[config.mk]
export PLATFORM = sky130hd
export DESIGN_NAME = tnn_neuron_sequencer_flat
export DESIGN_NICKNAME = d
export VERILOG_FILES = /design/src/rtl/tnn_neuron_sequencer_if.sv /design/src/rtl/tnn_neuron_sequencer.sv /design/src/flat_wrapper.sv
export SDC_FILE = /design/constraint.sdc
export NUM_CORES = 1
export LEC_CHECK = 0
export CAP_MARGIN = 20
export CORE_ASPECT_RATIO = 1.4
export CORE_MARGIN = 4
export CORE_UTILIZATION = 44
export CTS_CLUSTER_DIAMETER = 150
export DETAILED_ROUTE_END_ITERATION = 10
export PLACE_DENSITY = 0.8
export RECOVER_POWER = 25
export SETUP_SLACK_MARGIN = 0.3
export SLEW_MARGIN = 20
export SYNTH_ARGS = -nofsm -noshare
export SYNTH_HDL_FRONTEND = slang
export SYNTH_SLANG_ARGS = --single-unit
[constraint.sdc]
create_clock -name clk -period 1.38 [get_ports clk]
set_input_delay 0.207 -clock clk [delete_from_list [all_inputs] [get_ports clk]]
set_output_delay 0.207 -clock clk [all_outputs]
set_load 0.1 [all_outputs]
[src/rtl/tnn_neuron_sequencer_if.sv]
// Handshake and neuron-operand bundle between the sequencer, its sample
// producer, the shared combinational neuron and the result consumer.
interface tnn_neuron_sequencer_if #(
  parameter int N_NEURON = 4,
  parameter int CW       = $clog2(N_NEURON + 1)
);
  logic                    in_valid;
  logic                    in_ready;
  logic [9*N_NEURON-1:0]   in_feat;
  logic [2:0]              neu_a;
  logic [2:0]              neu_b;
  logic [2:0]              neu_c;
  logic                    neu_out;
  logic                    out_valid;
  logic                    out_ready;
  logic [CW-1:0]           out_count;
  logic                    out_class;
  logic                    busy;

  modport master (
    output in_valid, in_feat, neu_out, out_ready,
    input  in_ready, neu_a, neu_b, neu_c, out_valid, out_count, out_class, busy
  );

  modport slave (
    input  in_valid, in_feat, neu_out, out_ready,
    output in_ready, neu_a, neu_b, neu_c, out_valid, out_count, out_class, busy
  );
endinterface

[src/rtl/tnn_neuron_sequencer.sv]
// Time-multiplexes one combinational 3-bit TNN neuron over N_NEURON operand
// triples of a captured sample and reports the fire count plus a class bit.
//
// state | meaning
// IDLE  | ready for a sample; neuron operands forced to 0
// RUN   | feeding triple idx to the neuron, accumulating fire bits
// DONE  | result valid, held until the consumer accepts it
module tnn_neuron_sequencer #(
  parameter int N_NEURON = 4,
  parameter int THRESH   = 2,
  parameter int CW       = $clog2(N_NEURON + 1)
) (
  input logic                 clk,
  input logic                 rst,
  tnn_neuron_sequencer_if.slave bus
);
  localparam int IW = (N_NEURON > 1) ? $clog2(N_NEURON) : 1;
  localparam logic [IW-1:0] LAST = IW'(N_NEURON - 1);

  typedef enum logic [1:0] {IDLE, RUN, DONE} state_t;

  state_t                state;
  logic [IW-1:0]         idx;
  logic [CW-1:0]         acc;
  logic [CW-1:0]         sum;
  logic [9*N_NEURON-1:0] feat;
  logic [8:0]            triple;
  logic [CW-1:0]         count_q;
  logic                  class_q;

  always_comb begin
    triple = '0;
    for (int k = 0; k < N_NEURON; k++) begin
      if (idx == IW'(k)) triple = feat[9*k +: 9];
    end
  end

  assign sum = acc + CW'(bus.neu_out);

  always_ff @(posedge clk) begin
    if (rst) begin
      state   <= IDLE;
      idx     <= '0;
      acc     <= '0;
      feat    <= '0;
      count_q <= '0;
      class_q <= 1'b0;
    end else begin
      case (state)
        IDLE: begin
          if (bus.in_valid) begin
            feat  <= bus.in_feat;
            idx   <= '0;
            acc   <= '0;
            state <= RUN;
          end
        end
        RUN: begin
          acc <= sum;
          if (idx == LAST) begin
            count_q <= sum;
            class_q <= (32'(sum) >= THRESH);
            state   <= DONE;
          end else begin
            idx <= idx + 1'b1;
          end
        end
        DONE: begin
          if (bus.out_ready) state <= IDLE;
        end
        default: state <= IDLE;
      endcase
    end
  end

  // Operands only leave the block while the neuron is actually being used.
  assign bus.neu_a     = (state == RUN) ? triple[2:0] : 3'd0;
  assign bus.neu_b     = (state == RUN) ? triple[5:3] : 3'd0;
  assign bus.neu_c     = (state == RUN) ? triple[8:6] : 3'd0;
  assign bus.in_ready  = (state == IDLE);
  assign bus.out_valid = (state == DONE);
  assign bus.busy      = (state != IDLE);
  assign bus.out_count = count_q;
  assign bus.out_class = class_q;
endmodule

[src/flat_wrapper.sv]
// flat-port wrapper written by rule: the top's interface ports become plain ports
module tnn_neuron_sequencer_flat 
#(
  parameter int N_NEURON = 4,
  parameter int THRESH   = 2,
  parameter int CW       = $clog2(N_NEURON + 1)
)
  (clk, rst, bus_in_valid, bus_in_feat, bus_neu_out, bus_out_ready, bus_in_ready, bus_neu_a, bus_neu_b, bus_neu_c, bus_out_valid, bus_out_count, bus_out_class, bus_busy);
  tnn_neuron_sequencer_if #(.N_NEURON(N_NEURON), .CW(CW)) bus_i ();
  input logic clk;
  input logic rst;
  input wire logic [$bits(bus_i.in_valid)-1:0] bus_in_valid;
  input wire logic [$bits(bus_i.in_feat)-1:0] bus_in_feat;
  input wire logic [$bits(bus_i.neu_out)-1:0] bus_neu_out;
  input wire logic [$bits(bus_i.out_ready)-1:0] bus_out_ready;
  output wire logic [$bits(bus_i.in_ready)-1:0] bus_in_ready;
  output wire logic [$bits(bus_i.neu_a)-1:0] bus_neu_a;
  output wire logic [$bits(bus_i.neu_b)-1:0] bus_neu_b;
  output wire logic [$bits(bus_i.neu_c)-1:0] bus_neu_c;
  output wire logic [$bits(bus_i.out_valid)-1:0] bus_out_valid;
  output wire logic [$bits(bus_i.out_count)-1:0] bus_out_count;
  output wire logic [$bits(bus_i.out_class)-1:0] bus_out_class;
  output wire logic [$bits(bus_i.busy)-1:0] bus_busy;
  assign bus_i.in_valid = bus_in_valid;
  assign bus_i.in_feat = bus_in_feat;
  assign bus_i.neu_out = bus_neu_out;
  assign bus_i.out_ready = bus_out_ready;
  assign bus_in_ready = bus_i.in_ready;
  assign bus_neu_a = bus_i.neu_a;
  assign bus_neu_b = bus_i.neu_b;
  assign bus_neu_c = bus_i.neu_c;
  assign bus_out_valid = bus_i.out_valid;
  assign bus_out_count = bus_i.out_count;
  assign bus_out_class = bus_i.out_class;
  assign bus_busy = bus_i.busy;
  tnn_neuron_sequencer #(.N_NEURON(N_NEURON), .THRESH(THRESH), .CW(CW)) u_core (.clk(clk), .rst(rst), .bus(bus_i));
endmodule
Word level (Yosys, flattened, before mapping)

Cells that the tools add are included.

Reductions and logical operators: 9
Equality and inequality tests: 9
Add/subtract/negate cells: 2
Order comparisons: 1
Muxes and demuxes: 16

Operator list:

| cell                | number |
|---|---|
| $mux 9              | 4 |
| $mux 3              | 4 |
| $mux 2              | 5 |
| $eq 2x2->1 const B  | 3 |
| $ne 2x2->1 const B  | 3 |
| $pmux 2 s3          | 1 |
| $pmux 3 s2          | 1 |
| $reduce_and 2->1    | 3 |
| $reduce_and 3->1    | 2 |
| $eq 2x1->1 const B  | 2 |
| $logic_not 2->1     | 2 |
| $pmux 2 s2          | 1 |
| $reduce_bool 2->1   | 2 |
| $add 3x1->3         | 1 |
| $ge 3x2->1 const B  | 1 |
| $add 2x1->2 const B | 1 |
| $ne 2x1->1 const B  | 1 |

Flip-flop bits (word level): 47

Depth between registers and ports, before layout

Gate-level depths: netlist (run 1).

Depth after elaboration: 6
Gate-level depth with buffers: 7

Worst setup path after synthesis (run 1)

No wires, ideal clock.

Path kind: flip-flop to output port
Start point: register u_core.idx[1]
End point: output port bus_neu_a[0]
Setup slack: -3016 ps
Data required time: 1173 ps
Path buffers: 2
Stages on the path, launching flop included: 8
Arrival time: 4189 ps
Cell sequence: dfxtp_1 > inv_1 > ha_1 > buf_2 > nor2b_1 > buf_2 > a221oi_1 > o41ai_1

Word-level cells in the longest chain between the ends: 6
Elaborated cells between the ends (all ways): 9
Classes of those cells: eq/ne: 3; mux: 5; reduce/logical: 1

Ends and longest elaborated chain:

| what                     | line                       | source |
|---|---|---|
| start: declaration       | tnn_neuron_sequencer.sv:23 | `logic [IW-1:0] idx;` |
| start signal: assignment | tnn_neuron_sequencer.sv:65 | `idx <= idx + 1'b1;` |
| $logic_not 2->1          | tnn_neuron_sequencer.sv:34 | `if (idx == IW'(k)) triple = feat[9*k +: 9];` |
| $mux 9 (3 in a row)      | tnn_neuron_sequencer.sv:34 |  |
| $mux 9 *                 | tnn_neuron_sequencer.sv:34 |  |
| $mux 3 *                 | tnn_neuron_sequencer.sv:77 | `assign bus.neu_a = (state == RUN) ? triple[2:0] : 3'd0;` |
| end: declaration         | flat_wrapper.sv:17         | `output wire logic [$bits(bus_i.neu_a)-1:0] bus_neu_a;` |

Mark *: on every way between the ends. The rest lies on a longest branch, timed or not.

Worst setup path in the final report (run 1)

Start point: register u_core.idx[0]
End point: output port bus_neu_c[2]

Word-level cells in the longest chain between the ends: 6
Elaborated cells between the ends (all ways): 9
Classes of those cells: eq/ne: 3; mux: 5; reduce/logical: 1

Ends and longest elaborated chain:

| what                | line                       | source |
|---|---|---|
| $logic_not 2->1     | tnn_neuron_sequencer.sv:34 |  |
| $mux 9 (3 in a row) | tnn_neuron_sequencer.sv:34 |  |
| $mux 9 *            | tnn_neuron_sequencer.sv:34 |  |
| $mux 3 *            | tnn_neuron_sequencer.sv:79 | `assign bus.neu_c = (state == RUN) ? triple[8:6] : 3'd0;` |
| end: declaration    | flat_wrapper.sv:19         | `output wire logic [$bits(bus_i.neu_c)-1:0] bus_neu_c;` |

Marked as above.

==> flow_metrics.env, run 1 <==
export IMPL_status="finished with violations"
export IMPL_failed_checks="negative setup slack"
export IMPL_finalCritPeriodShare_pct=154
export IMPL_dp_cells=385
export IMPL_syn_nets=310
export IMPL_cp_top_family="buffers and inverters"
export IMPL_yosysWarnings=0
export IMPL_cts_tree="yes"
export IMPL_clk_pin_slew_worst_paths_ns=0.11
export IMPL_drt_initial_drc_count=395
export IMPL_clock_fmax_mhz=470
export IMPL_setup_tns_final_ns=-26.79
export IMPL_power_density_mw_per_mm2=839
export IMPL_grt_max_degree=26
export IMPL_async_flop_share_pct=0
export IMPL_synth_edff_count=0
export IMPL_total_power_mw=3.86
export IMPL_finalInstanceArea_mm2=0.00461
export IMPL_synth_top_family_by_area="simple AND/OR/NAND/NOR gates"
export IMPL_ant_nets=0
export IMPL_synthMuxAreaShare_pct=0
export IMPL_n_antenna_cell=0
export IMPL_final_core_util_pct=95.1
export IMPL_yosysMostFrequentCell="nand2_1"
export IMPL_synth_distinct_cells=30
export IMPL_syn_avg_cell_area_um2=8.38
export IMPL_dp_hpwl_mm=4.37
export IMPL_placed_cell_area_mm2=0.00331
export IMPL_critPathRequiredTime_ns=1.17
export IMPL_holdWs_ns=0.462
export IMPL_floorplan_initialDensity_pct=45.5
export IMPL_clock_root_buffer="clkbuf_8"
export IMPL_gr_total_overflow=0
export IMPL_yosysSeqAreaShare_pct=42.7
export IMPL_stdcell_count=429
export IMPL_slew_violations=0
export IMPL_crit_chain="inv_6, ha_4, buf_8, buf_6, a221oi_4, o41ai_4, buf_12"
export IMPL_synth_seq_cells=47
export IMPL_routedWlPerCell_um=30.7
export IMPL_yosysTopAreaCell="dfxtp_1"
export IMPL_max_slew_margin_rel_pct=71.9
export IMPL_io_buffers=56
export IMPL_cts_buffer_depth=2
export IMPL_clock_latency_ns=0.31
export IMPL_end_kind="output pin"
export IMPL_ctsHoldBuffers=0
export IMPL_cp_start_kind="register"
export IMPL_cap_violations=0
export IMPL_synthCells=263
export IMPL_setup_violations=59
export IMPL_worst_path_max_delay_cell="dfxtp_4"
export IMPL_min_period_ns=2.13
export IMPL_finalHoldViolCount=0
export IMPL_synth_xor_area_share_pct=0.397
export IMPL_critPathBufInv=4
export IMPL_grt_pass1_vias=2611
export IMPL_route_vias_total=2831
export IMPL_fp_row_count=30
export IMPL_grt_pass1_wl_mm=14.1
export IMPL_cts_inserted_buffers=5
export IMPL_synth_ff_type="dfxtp_1"
export IMPL_worst_slack_ns=-0.748
export IMPL_crit_fanout=9
export IMPL_grt_usage_pct=30.9
export IMPL_io_pins=57
export IMPL_r2r_slack_ns=-0.63
export IMPL_synth_top_area_share_pct=42.7
export IMPL_antenna_found_initial=0
export IMPL_fill_cells=115
export IMPL_synth_fa_ha_area_share_pct=3.41
export IMPL_synth_area_mm2=0.00220
export IMPL_finClkSkew_ns=0.00697
export IMPL_leakagePower_nw=1.89
export IMPL_area_delta_synth_final_pct=109
export IMPL_core_area_mm2=0.00484
export IMPL_place_congestion=0.891
export IMPL_worst_slew_pin_slew_ns=0.421
export IMPL_h_tree_depth=2
export IMPL_via_per_inst=6.60
export IMPL_synth_common_cells="77 x nand2_1, 47 x dfxtp_1, 44 x a21oi_1"
export IMPL_fp_dieH_um=91.8
export IMPL_ys_top_cells_by_area="dfxtp_1 43%, nand2_1 13%, a21oi_1 10%, buf_6 4.6%, o41ai_2 3.7%"
export IMPL_synth_compound_area_share_pct=20.8
export IMPL_slowest_delay_ns=0.40
export IMPL_grt_setup_unrepaired="yes"
export IMPL_dp_slack_ns=-0.456
export IMPL_ir_worst_vdd_v=0.000654
export IMPL_die_area_mm2=0.00622
export IMPL_die_width_um=67.8
export IMPL_firstDrtPassIters=5
export IMPL_fin_nets=411
export IMPL_critical_path_class="reg -> out"
export IMPL_layout_drive_gt1_share_pct=61.9
export IMPL_clock_sinks=47
export IMPL_finalWirelength_mm=13.2
export IMPL_hold_class="in -> reg"
export IMPL_synth_simple_area_share_pct=24.5
export IMPL_drc=0
export IMPL_crit_arrival_ns=1.92
[layout make-up]
class                   instances  area, µm²  area share (%)
well taps                      64       80.1            1.74
clock buffers                   5       68.8            1.49
flip-flops and latches         47        958            20.8
inverters                       4       23.8           0.516
clock inverters                 3       18.8           0.407
multi-input cells             189       1940            42.1
repair buffers                117       1520            33.0
[worst min-delay path, delay by kind of cell]
| kind | cells | cell delay, ns |
|---|---|---|
| buf+inv | 1 | 0.42 |
| simple gates | 1 | 0.07 |
| compound gates | 1 | 0.05 |
[layout by cell type (no fill, tap or decap), types with 5 or more instances in the layout]
cell type / instances
buf_4: 19
a221oi_2: 7
nand3_1: 12
nor2b_1: 8
a21oi_1: 6
dfxtp_1: 39
buf_12: 21
buf_6: 24
a21oi_2: 36
clkdlybuf4s50_1: 40
dfxtp_2: 5
clkbuf_8: 5
nand2_2: 8
o41ai_4: 9
nand2_1: 21
buf_16: 7
nand2_4: 48
[cell families after synthesis]
family          after synthesis
simple gates                115
compound gates               67
flops                        47
buf+inv                      27
fa+ha+maj                     6
xor+xnor                      1
[per-layer routing]
layer  GRT usage (%)  up-vias  share of wire [%]
met1            33.5     1355                 33
li1                -     1112                  -
met3            5.88      113                9.3
met2            53.0      251                 48
met5               0        -                  0
met4            19.6        0                9.0
[state kept, by name, summed over array words and instances (netlist names)]
signal                count
u_core.feat              36
u_core.bus.out_class      1
u_core.idx                2
u_core.state              2
u_core.bus.out_count      3
u_core.acc                3
[where the power goes]
| group | total, mW | internal [mW] | switching [mW] | leakage [nW] |
|---|---|---|---|---|
| combinational | 1.39 | 0.646 | 0.739 | 1.45 |
| clock | 0.924 | 0.360 | 0.564 | 0.0483 |
| sequential | 1.55 | 1.43 | 0.126 | 0.390 |
[timing repair]
item,4_1_cts,5_1_grt
setup buffers,17,8
resized for setup,86,119
setup endpoints to repair,59,59
hold endpoints to repair,0,0
gates cloned,8,3
pin swaps,10,36
[path summary, 6_finish.rpt]
path	from	cells after the start	to
setup / recovery	u_core.idx[0]	7	bus_neu_c[2]
hold / removal	bus_in_feat[14]	3	u_core.feat[14]
setup reg to reg	u_core.state[1]	10	u_core.feat[15]
hold reg to reg	u_core.bus.out_count[1]	2	u_core.bus.out_count[1]
No activity file was read; power rests on OpenSTA's default activity.
==> run 2: changes to the inputs <==
--- a/config.mk
+++ b/config.mk
@@ -9,7 +9,8 @@
 export CORE_ASPECT_RATIO = 1.4
 export CORE_MARGIN = 4
 export CORE_UTILIZATION = 44
-export CTS_CLUSTER_DIAMETER = 150
+export CTS_BUF_LIST = sky130_fd_sc_hd__clkbuf_4 sky130_fd_sc_hd__clkbuf_8 sky130_fd_sc_hd__clkbuf_16
+export CTS_CLUSTER_DIAMETER = 120
 export DETAILED_ROUTE_END_ITERATION = 10
 export PLACE_DENSITY = 0.8
 export RECOVER_POWER = 25
==> constraint.sdc (replaced) <==
create_clock -name clk -period 1.7 [get_ports clk]
set_input_delay 0.255 -clock clk [delete_from_list [all_inputs] [get_ports clk]]
set_output_delay 0.255 -clock clk [all_outputs]
set_load 0.1 [all_outputs]
==> run 2 against run 1 <==
Against the previous run:
- clock power grew 6.4%
- cell count shrank 6.3%
- wire length shrank 46%
- the flow still finishes with violations (negative setup slack)
- register-to-register slack gained 0.70 ns
- clock skew is essentially flat
- critical endpoint is now bus_neu_c[1]
==> flow_metrics.env, run 2 (synthesis gave the netlist of run 1 again) <==
export IMPL_clock_latency_ns=0.31
export IMPL_p_seq_share_pct=41.7
export IMPL_via_per_inst=5.41
export IMPL_cts_inserted_buffers=5
export IMPL_finalWirelength_mm=7.12
export IMPL_fin_nets=384
export IMPL_fp_dieH_um=91.8
export IMPL_gr_total_overflow=0
export IMPL_worst_slew_pin_slew_ns=0.544
export IMPL_stdcell_count=402
export IMPL_cts_tree="yes"
export IMPL_ctsHoldBuffers=0
export IMPL_finClkSkew_ns=0.00717
export IMPL_n_antenna_cell=0
export IMPL_slew_violations=0
export IMPL_critical_path_class="reg -> out"
export IMPL_crit_fanout=7
export IMPL_dp_cells=382
export IMPL_finalCritPeriodShare_pct=124
export IMPL_pwr_share_clk_pct=33.6
export IMPL_drt_initial_drc_count=108
export IMPL_h_tree_depth=2
export IMPL_leakagePower_nw=1.38
export IMPL_dp_hpwl_mm=4.16
export IMPL_drc=0
export IMPL_clock_root_buffer="clkbuf_8"
export IMPL_fill_cells=299
export IMPL_die_width_um=67.8
export IMPL_ant_nets=0
export IMPL_floorplan_initialDensity_pct=45.5
export IMPL_io_buffers=56
export IMPL_area_delta_synth_final_pct=64.4
export IMPL_clock_sinks=47
export IMPL_failed_checks="negative setup slack"
export IMPL_setup_tns_final_ns=-3.57
export IMPL_cap_violations=0
export IMPL_setup_violations=9
export IMPL_firstDrtPassIters=4
export IMPL_seq_area_um2=950
export IMPL_antenna_found_initial=0
export IMPL_layout_drive_gt1_share_pct=32.8
export IMPL_p_comb_share_pct=24.7
export IMPL_total_power_mw=2.92
export IMPL_route_vias_total=2173
export IMPL_critPathRequiredTime_ns=1.44
export IMPL_p_int_mw=2.08
export IMPL_cp_start_kind="register"
export IMPL_grt_max_degree=42
export IMPL_end_kind="output pin"
export IMPL_layout_commonest_cell="nand2_1"
export IMPL_clk_pin_slew_worst_paths_ns=0.08
export IMPL_crit_arrival_ns=1.86
export IMPL_cts_buffer_depth=2
export IMPL_switching_share_pct=28.9
export IMPL_routedWlPerCell_um=17.7
export IMPL_finalHoldViolCount=0
export IMPL_final_cell_mix="70 x nand2_1, 44 x dfxtp_1, 40 x clkdlybuf4s50_1"
export IMPL_grt_setup_unrepaired="yes"
export IMPL_grt_usage_pct=20.7
export IMPL_max_slew_margin_rel_pct=63.9
export IMPL_largest_register="u_core.feat"
export IMPL_power_density_mw_per_mm2=807
export IMPL_ir_worst_vdd_v=0.00106
export IMPL_fp_row_count=30
export IMPL_core_area_mm2=0.00484
export IMPL_place_congestion=0.893
export IMPL_multi_input_area_mm2=0.00145
export IMPL_p_sw_mw=0.846
export IMPL_io_pins=57
export IMPL_largest_register_ffs=36
export IMPL_status="finished with violations"
export IMPL_min_period_ns=2.12
export IMPL_die_area_mm2=0.00622
export IMPL_hold_class="reg -> reg"
export IMPL_grt_pass1_wl_mm=9.65
export IMPL_grt_pass1_vias=2063
export IMPL_clock_fmax_mhz=473
export IMPL_worst_slack_ns=-0.416
## run 2: cell count changes in the layout (fill, tap and decap cells not counted), moves of 5 or more
cell / before / now
a21oi_1: 6 / 39
dfxtp_1: 39 / 44
buf_16: 7 / 0
buf_6: 24 / 6
nand2_4: 48 / 1
a21oi_2: 36 / 6
nand2_1: 21 / 70
clkbuf_2: 0 / 6
buf_12: 21 / 15
## run 2: final timing paths
kind	start	endpoint	slack, ns	cells after the start
setup / recovery	u_core.idx[0]	bus_neu_c[1]	-0.42	7
hold / removal	u_core.feat[34]	u_core.feat[34]	0.46	2
setup reg to reg	u_core.state[0]	u_core.feat[26]	0.07	5
hold reg to reg	u_core.feat[34]	u_core.feat[34]	0.46	2
## run 2: final cells by class
| cell class | count | area share [%] |
|---|---|---|
| clock buffers | 5 | 1.90 |
| clock inverters | 3 | 1.83 |
| inverters | 4 | 0.725 |
| multi-input cells | 189 | 40.0 |
| flip-flops and latches | 47 | 26.2 |
| well taps | 64 | 2.21 |
| repair buffers | 90 | 27.1 |
## run 2: critical path, stage by stage (launching register included)
cell	delay, ns
dfxtp_4	0.38
inv_6	0.08
ha_4	0.13
nor2b_4	0.15
buf_6	0.18
a221oi_2	0.10
o41ai_4	0.30
buf_12	0.22
## run 2: power groups by stage
stage	sequential [mW]	combinational [mW]	clock [mW]
2_1_floorplan	1.22	0.401	0
3_3_place_gp	1.23	0.609	0
3_5_place_dp	1.23	0.619	0
4_1_cts	1.21	0.666	0.996
5_1_grt	1.22	0.765	1.04
6_report	1.22	0.721	0.983
## run 2: what timing repair did
action	in CTS	in global routing
gates resized for setup	21	26
buffers inserted	4	6
endpoints found under the setup margin	19	20
pin swaps	12	14
cloned	0	2
## run 2: routing by layer
| metal | share of wire (%) | routed length [µm] | track usage, % |
|---|---|---|---|
| met1 | 39 | 2760 | 24.5 |
| met2 | 52 | 3690 | 34.8 |
| met3 | 5.3 | 381 | 4.66 |
| met4 | 4.2 | 296 | 8.79 |
| met5 | 0 | 0 | 0 |
## run 2: metrics by stage
stage               setup WS (ns)  util [%]  cell area [µm²]  hold slack [ns]
finish                     -0.416      74.9             3620            0.459
global route               -0.482      74.9             3620            0.490
CTS                        -0.440      73.6             3560            0.462
detailed placement         -0.156      67.6             3270            0.449
global placement           -0.103      67.6             3270            0.444
floorplan                  -0.729         -             2450            0.391
